## config.mk

```make
export PLATFORM = sky130hd
export DESIGN_NAME = sine_width_gen_flat
export DESIGN_NICKNAME = d
export VERILOG_FILES = /design/src/rtl/sine_width_gen_if.sv /design/src/rtl/sine_width_gen.sv /design/src/flat_wrapper.sv
export SDC_FILE = /design/constraint.sdc
export NUM_CORES = 1
export LEC_CHECK = 0
export BUFFER_PORTS_ARGS = -buffer_cell sky130_fd_sc_hd__buf_4
export CAP_MARGIN = 20
export CELL_PAD_IN_SITES_DETAIL_PLACEMENT = 0
export CELL_PAD_IN_SITES_GLOBAL_PLACEMENT = 1
export CORE_AREA = 3 3 130 132
export CTS_CLUSTER_SIZE = 12
export DETAILED_ROUTE_END_ITERATION = 10
export DIE_AREA = 0 0 133 135
export PLACE_DENSITY = 0.76
export SLEW_MARGIN = 20
export SYNTH_ARGS = -nofsm -noshare
export SYNTH_HDL_FRONTEND = slang
export SYNTH_SLANG_ARGS = --single-unit
```

## constraint.sdc

```tcl
create_clock -name clk -period 2.8 [get_ports clk]
set_clock_uncertainty 0.2 [all_clocks]
set_input_delay 0.28 -clock clk [delete_from_list [all_inputs] [get_ports clk]]
set_output_delay 0.28 -clock clk [all_outputs]
set_load 0.02 [all_outputs]
```

## src/rtl/sine_width_gen_if.sv

```systemverilog
// Control/result bundle between the PWM tick source, the width generator and the comparator.
interface sine_width_gen_if #(
  parameter int PHASE_W = 32
);
  logic               tick;
  logic               enable;
  logic [PHASE_W-1:0] phase_inc;
  logic [31:0]        width_sine;
  logic               width_update;
  logic               overrun;

  modport master (
    output tick, enable, phase_inc,
    input  width_sine, width_update, overrun
  );

  modport slave (
    input  tick, enable, phase_inc,
    output width_sine, width_update, overrun
  );
endinterface

```

## src/rtl/sine_width_gen.sv

```systemverilog
// Sine duty-width source: phase accumulator + folded quarter-wave ROM, new width one cycle after each tick.
// Next width is precomputed over 4 cycles; a tick arriving before it is ready is dropped and flagged sticky overrun.
module sine_width_gen #(
  parameter int PERIOD  = 1000,
  parameter int PHASE_W = 32,
  parameter int LUT_AW  = 6
) (
  input logic             clk,
  input logic             rst,
  sine_width_gen_if.slave bus
);

  localparam int                 LUT_N   = 1 << LUT_AW;
  localparam logic [31:0]        HALF    = 32'(PERIOD / 2);
  localparam logic [31:0]        FULL    = 32'(PERIOD);
  localparam logic signed [33:0] HALF_S  = 34'(PERIOD / 2);
  localparam logic signed [33:0] FULL_S  = 34'(PERIOD);
  localparam logic [LUT_AW:0]    LUT_N_A = (LUT_AW + 1)'(LUT_N);

  // Elaboration-time sine via Taylor series; the table is pure constants after synthesis.
  function automatic logic [31:0] amp_calc(input int k);
    real x;
    real term;
    real sum;
    x    = 1.5707963267948966 * real'(k) / real'(LUT_N);
    term = x;
    sum  = x;
    for (int n = 1; n <= 10; n++) begin
      term = -term * x * x / real'((2 * n) * (2 * n + 1));
      sum  = sum + term;
    end
    return 32'($rtoi(real'(PERIOD / 2) * sum + 0.5));
  endfunction

  logic [31:0] rom [0:LUT_N];

  for (genvar k = 0; k <= LUT_N; k++) begin : g_rom
    localparam logic [31:0] AMP_K = amp_calc(k);
    assign rom[k] = AMP_K;
  end

  logic [PHASE_W-1:0] phase_q, phase_d;
  logic [31:0]        width_q, width_d;
  logic [31:0]        next_q, next_d;
  logic               ready_q, ready_d;
  logic               upd_q, upd_d;
  logic               ovr_q, ovr_d;
  logic               s1_vld_q, s1_vld_d;
  logic               s2_vld_q, s2_vld_d;
  logic               s3_vld_q, s3_vld_d;
  logic [LUT_AW:0]    addr2_q, addr2_d;
  logic               neg2_q, neg2_d;
  logic [31:0]        amp3_q, amp3_d;
  logic               neg3_q, neg3_d;

  logic [LUT_AW-1:0]  idx;
  logic signed [33:0] fold_s;
  logic [31:0]        clamp;

  always_comb begin
    phase_d  = phase_q;
    width_d  = width_q;
    next_d   = next_q;
    ready_d  = ready_q;
    upd_d    = 1'b0;
    ovr_d    = ovr_q;
    s1_vld_d = 1'b0;
    s2_vld_d = s1_vld_q;
    s3_vld_d = s2_vld_q;
    addr2_d  = addr2_q;
    neg2_d   = neg2_q;
    amp3_d   = amp3_q;
    neg3_d   = neg3_q;

    idx    = phase_q[PHASE_W-3 -: LUT_AW];
    fold_s = neg3_q ? (HALF_S - $signed({2'b00, amp3_q}))
                    : (HALF_S + $signed({2'b00, amp3_q}));
    if (fold_s < 34'sd0) begin
      clamp = '0;
    end else if (fold_s > FULL_S) begin
      clamp = FULL;
    end else begin
      clamp = fold_s[31:0];
    end

    if (bus.tick) begin
      if (!bus.enable) begin
        width_d = HALF;
        upd_d   = 1'b1;
      end else if (ready_q) begin
        width_d  = next_q;
        upd_d    = 1'b1;
        phase_d  = phase_q + bus.phase_inc;
        ready_d  = 1'b0;
        s1_vld_d = 1'b1;
      end else begin
        ovr_d = 1'b1;
      end
    end

    // Odd quadrants walk the quarter table backwards; quadrants 2-3 are below mid-scale.
    if (s1_vld_q) begin
      addr2_d = phase_q[PHASE_W-2] ? (LUT_N_A - {1'b0, idx}) : {1'b0, idx};
      neg2_d  = phase_q[PHASE_W-1];
    end
    if (s2_vld_q) begin
      amp3_d = rom[addr2_q];
      neg3_d = neg2_q;
    end
    if (s3_vld_q) begin
      next_d  = clamp;
      ready_d = 1'b1;
    end
  end

  always_ff @(posedge clk or posedge rst) begin
    if (rst) begin
      phase_q  <= '0;
      width_q  <= HALF;
      next_q   <= HALF;
      ready_q  <= 1'b1;
      upd_q    <= 1'b0;
      ovr_q    <= 1'b0;
      s1_vld_q <= 1'b0;
      s2_vld_q <= 1'b0;
      s3_vld_q <= 1'b0;
      addr2_q  <= '0;
      neg2_q   <= 1'b0;
      amp3_q   <= '0;
      neg3_q   <= 1'b0;
    end else begin
      phase_q  <= phase_d;
      width_q  <= width_d;
      next_q   <= next_d;
      ready_q  <= ready_d;
      upd_q    <= upd_d;
      ovr_q    <= ovr_d;
      s1_vld_q <= s1_vld_d;
      s2_vld_q <= s2_vld_d;
      s3_vld_q <= s3_vld_d;
      addr2_q  <= addr2_d;
      neg2_q   <= neg2_d;
      amp3_q   <= amp3_d;
      neg3_q   <= neg3_d;
    end
  end

  assign bus.width_sine   = width_q;
  assign bus.width_update = upd_q;
  assign bus.overrun      = ovr_q;

endmodule

```

## src/flat_wrapper.sv

```systemverilog
// flat-port wrapper written by rule: the top's interface ports become plain ports
module sine_width_gen_flat 
#(
  parameter int PERIOD  = 1000,
  parameter int PHASE_W = 32,
  parameter int LUT_AW  = 6
)
  (clk, rst, bus_tick, bus_enable, bus_phase_inc, bus_width_sine, bus_width_update, bus_overrun);
  sine_width_gen_if #(.PHASE_W(PHASE_W)) bus_i ();
  input logic clk;
  input logic rst;
  input wire logic [$bits(bus_i.tick)-1:0] bus_tick;
  input wire logic [$bits(bus_i.enable)-1:0] bus_enable;
  input wire logic [$bits(bus_i.phase_inc)-1:0] bus_phase_inc;
  output wire logic [$bits(bus_i.width_sine)-1:0] bus_width_sine;
  output wire logic [$bits(bus_i.width_update)-1:0] bus_width_update;
  output wire logic [$bits(bus_i.overrun)-1:0] bus_overrun;
  assign bus_i.tick = bus_tick;
  assign bus_i.enable = bus_enable;
  assign bus_i.phase_inc = bus_phase_inc;
  assign bus_width_sine = bus_i.width_sine;
  assign bus_width_update = bus_i.width_update;
  assign bus_overrun = bus_i.overrun;
  sine_width_gen #(.PERIOD(PERIOD), .PHASE_W(PHASE_W), .LUT_AW(LUT_AW)) u_core (.clk(clk), .rst(rst), .bus(bus_i));
endmodule
```

After elaboration in Yosys (flattened, before gate mapping)
Memories as Yosys holds them, arrays and structs flattened. A register that Yosys moved wholly into a read port is not among the register bits. Index checks and enable logic that the tools add are counted. W data, S select, Z words.

Add/sub/neg operators: 4. $mul: 0. Div/mod/pow operators: 0. Magnitude comparators: 2. Eq/ne operators: 1. Shift-type cells: 0. Mux-type cells: 14. Bitwise gates (word level): 2. Reduce and logical (&&, ||, !) cells: 6.

Operators with widths (number): $mux W32 (4); $gt A34 B11 Y1 const B (1); $lt A34 B1 Y1 const B (1); $mux W34 (1); $add A9 B32 Y33 const A (1); $sub A9 B32 Y33 const A (1); $add A32 B32 Y32 (1); $mux W1 (8); $not A7 Y8 (1); $mux W7 (1); $sub A7 B6 Y7 const A (1); $reduce_and A3 Y1 (2); $reduce_and A2 Y1 (2); $reduce_bool A2 Y1 (2); $ne A2 B1 Y1 const B (1); $not A1 Y1 (1).

Flip-flop bits (word level): 111. Bits in latches: 0. RAM bits: 0. ROM bits: 4096. Input bits: 36. Memories kept: 1.

Memory list: (name not given) (words 128, width 32, rd ports 1, clocked after memory_dff 1, write ports 0, line sine_width_gen.sv:107) `amp3_d = rom[addr2_q];`.

Depth between registers and ports, before layout
Word-level depth: 5. Gate-level depth with buffers: 10. Mapped depth without buffers: 10.

Least setup slack after synthesis
Ideal clock, no wire load.

Path kind: register -> register. From: register u_core.phase_q[0]. To: register u_core.phase_q[26]. Data arrival time: 2.289 ns. Data required time: 2.531 ns. Setup slack: 0.242 ns. Stages on the path, launching flop included: 11. Buffers on the path: 0. Clock period less this slack: 2.558 ns. Path through: dfrtp_1 ha_1 inv_1 fa_1 nand2b_1 a21oi_1 o21ai_1 a211oi_2 o31ai_1 a2111oi_0 nand3b_1.

Word-level cells in the longest chain between the ends: 1.

Ends and longest elaborated chain: from (decl) (line sine_width_gen.sv:42) `logic [PHASE_W-1:0] phase_q, phase_d;`; from (signal assigned) (line sine_width_gen.sv:132) `phase_q <= phase_d;`; $add A32 B32 Y32 (line sine_width_gen.sv:93) `phase_d = phase_q + bus.phase_inc;`.

Every way passes these cells. A chain may end at the register's enable or synchronous reset.

Worst setup path after layout
From: register u_core.phase_q[18]. To: register u_core.phase_q[31].

Same word-level chain as after synthesis.

==> results.json <==
{
  "dpl.hpwl_um": 11600,
  "reg2reg_slack_ns": 0.13,
  "min_path_cells": 3,
  "worstHoldPathType": "in -> reg",
  "synth_top_area_share_pct": 30.4,
  "p_leak_nw": 3.48,
  "crit_type": "reg -> reg",
  "htreeDepth": 3,
  "fmaxAchievable_ghz": 0.375,
  "worstHoldStart": "bus_enable",
  "start_util_pct": 41.1,
  "tightest_slew_ns": 0.692,
  "gp_congestion": 0.840,
  "startpoint_type": "register",
  "maxSlewViolCount": 0,
  "grt_usage_pct": 17.8,
  "powerDensity_mw_per_mm2": 362,
  "cts_buffer_depth": 2,
  "crit_fanout": 7,
  "grt_start_max_net_pins": 53,
  "period_share_pct": 95.2,
  "clk_pin_slew_worst_paths_ns": 0.08,
  "hold_end": "u_core.bus.overrun$_DFFE_PP0P_",
  "synth.yosys.warnings": 0,
  "cts_tree": "built",
  "rows": 46,
  "synth_area_per_cell_sq_um": 8.57,
  "vias_per_cell": 5.45,
  "status": "finished clean",
  "crit_required_ns": 2.83,
  "root_buffer": "clkbuf_16",
  "ys_ff_latch": 92,
  "dieArea_sq_mm": 0.0180,
  "max_cap_viol_count": 0,
  "coreArea_sq_mm": 0.0158,
  "finalSetupTns_ns": 0,
  "firstDrtPassIters": 7,
  "final_cells": 1039,
  "async_flop_share_pct": 100,
  "reg2regPathDepth": 8,
  "io_buffer_count": 69,
  "routed_wl_um": 15500,
  "synth_edf_count": 0,
  "vias": 5663,
  "cp.arrival_ns": 2.70,
  "p_total_mw": 2.77,
  "io_pins": 70,
  "ys_top_cells_by_count": "nand2_1, dfrtp_1, a21oi_1, o21ai_0",
  "diodes": 0,
  "syn2layout_area_growth_pct": 17.7,
  "syn-cell-area_sq_mm": 0.00650,
  "cts_buffers": 9,
  "synthFlopType": "dfrtp_1",
  "rr_startpoint": "u_core.phase_q[18]$_DFFE_PP0P_",
  "slew_headroom_pct": 53.8,
  "wl_per_cell_um": 14.9,
  "post-place-cells": 1020,
  "antenna_left": 0,
  "drc": 0,
  "cts.sinks": 92,
  "rr_endpoint": "u_core.phase_q[31]$_DFFE_PP0P_",
  "overflow": 0,
  "synthCells": 759,
  "synth.most_common_cell": "nand2_1",
  "synth-seq-area-share_pct": 35.6,
  "die-height_um": 135,
  "drtIter0Drc": 445,
  "endpoint_kind": "register",
  "grt_pass1_vias": 5504,
  "syn_nets": 842,
  "setup_violations": 0,
  "grt_antenna_before_repair": 0,
  "hold_viol": 0,
  "peakVddDrop_uv": 384,
  "nets": 901,
  "grt_first_pass_wirelength_um": 26700,
  "rsz0062_at_grt": "no",
  "die_w_um": 133,
  "clk_latency_ns": 0.36,
  "drive_gt1_share_pct": 20.0,
  "final.min_clock_period_ns": 2.67,
  "synth_area_leader_cell": "dfrtp_1",
  "synthTopCellsByArea": "dfrtp_1, ha_1, a21oi_1",
  "timing.hold.ws_ns": 0.00970,
  "ys_types": 77
}
[critical path, stage by stage (launching register included)]
cell and delay (ns):
dfrtp_1 0.40, ha_1 0.42, nand4_2 0.20, nor3_4 0.28, a221o_1 0.21, or2_4 0.16, nor2_8 0.04, a311o_1 0.27
or3_1 0.36
[sequential cells by signal, summed over array words and instances (netlist names), 7 cells and up]
name and flops:
u_core.next_q 18, u_core.amp3_q 9, u_core.phase_q 32, u_core.bus.width_sine 18, u_core.addr2_q 7
[layer usage]
metal	vias to the layer above	GRT usage [%]	routed length, um
met5	-	0	0
met4	0	6.00	261
met3	23	2.68	547
met2	109	29.6	7630
met1	2684	23.7	7080
li1	2847	-	-
[per-stage QoR]
step | area (sq um) | setup WS [ns] | utilization [%]
2_1_floorplan | 6510 | 0.242 | -
6_report | 7660 | 0.133 | 48.4
3_3_place_gp | 7260 | 0.0373 | 45.9
4_1_cts | 7580 | 0.00598 | 47.9
3_5_place_dp | 7260 | -0.0263 | 45.9
5_1_grt | 7660 | 0.00231 | 48.4
[power by group]
group	switching [mW]	internal, mW
registers	0.000359	1.33
logic	0.115	0.0876
clock network	0.605	0.632
[cells in the final DEF (no fill, tap or decap), types with 8 or more instances in the layout]
| cell type | n |
|---|---|
| buf_4 | 100 |
| nand2_1 | 86 |
| dfrtp_1 | 79 |
| a21oi_1 | 69 |
| o21ai_0 | 59 |
| nor2_1 | 46 |
| ha_1 | 42 |
| inv_1 | 36 |
| nand3_1 | 21 |
| xor2_1 | 17 |
| nor2b_1 | 17 |
| xnor2_1 | 14 |
| dfstp_2 | 13 |
| nor3_1 | 11 |
| o31ai_1 | 11 |
| o211ai_1 | 10 |
| mux2i_1 | 10 |
| a22o_1 | 10 |
| a211oi_1 | 10 |
| nand2b_1 | 9 |
| clkbuf_16 | 9 |
| o22ai_1 | 8 |
| a31oi_1 | 8 |
| and3_1 | 8 |
[cell families after synthesis]
kind of cell	synth area share [%]
muxes	2.40
xor gates and xnor gates	4.17
and+or+nand+nor	17.3
DFF	35.6
buffers and inverters	6.43
AOI/OAI and AO/OA	24.9
adders and majority gates	9.16
[area by class of cell]
type / count / area, sq um
well taps: 216 / 270
repair buffers: 102 / 781
clock inverters: 7 / 77.6
multi-input cells: 576 / 3840
flip-flops and latches: 92 / 2320
inverters: 37 / 143
fillers: 1513 / 8170
clock buffers: 9 / 225
[how the worst max path moves through the flow]
stage / start / end / slack, ns
after floorplan: u_core.phase_q[0]$_DFFE_PP0P_ / u_core.phase_q[26]$_DFFE_PP0P_ / 0.24
after global placement: bus_phase_inc[0] / u_core.phase_q[26]$_DFFE_PP0P_ / 0.04
after detailed placement: bus_phase_inc[0] / u_core.phase_q[26]$_DFFE_PP0P_ / -0.03
after CTS: u_core.phase_q[0]$_DFFE_PP0P_ / u_core.phase_q[26]$_DFFE_PP0P_ / 0.006
after global routing: u_core.phase_q[0]$_DFFE_PP0P_ / u_core.phase_q[16]$_DFFE_PP0P_ / 0.002
final: u_core.phase_q[18]$_DFFE_PP0P_ / u_core.phase_q[31]$_DFFE_PP0P_ / 0.13
[timing repair]
item / 4_1_cts / 5_1_grt
setup endpoints to repair: 2 / 10
hold endpoints to repair: 26 / 0
buffers inserted: 0 / 2
hold buffers: 1 / 0
pin swaps: 1 / 5
gates resized for setup: 1 / 18
Power figures use the tool's default switching activity.
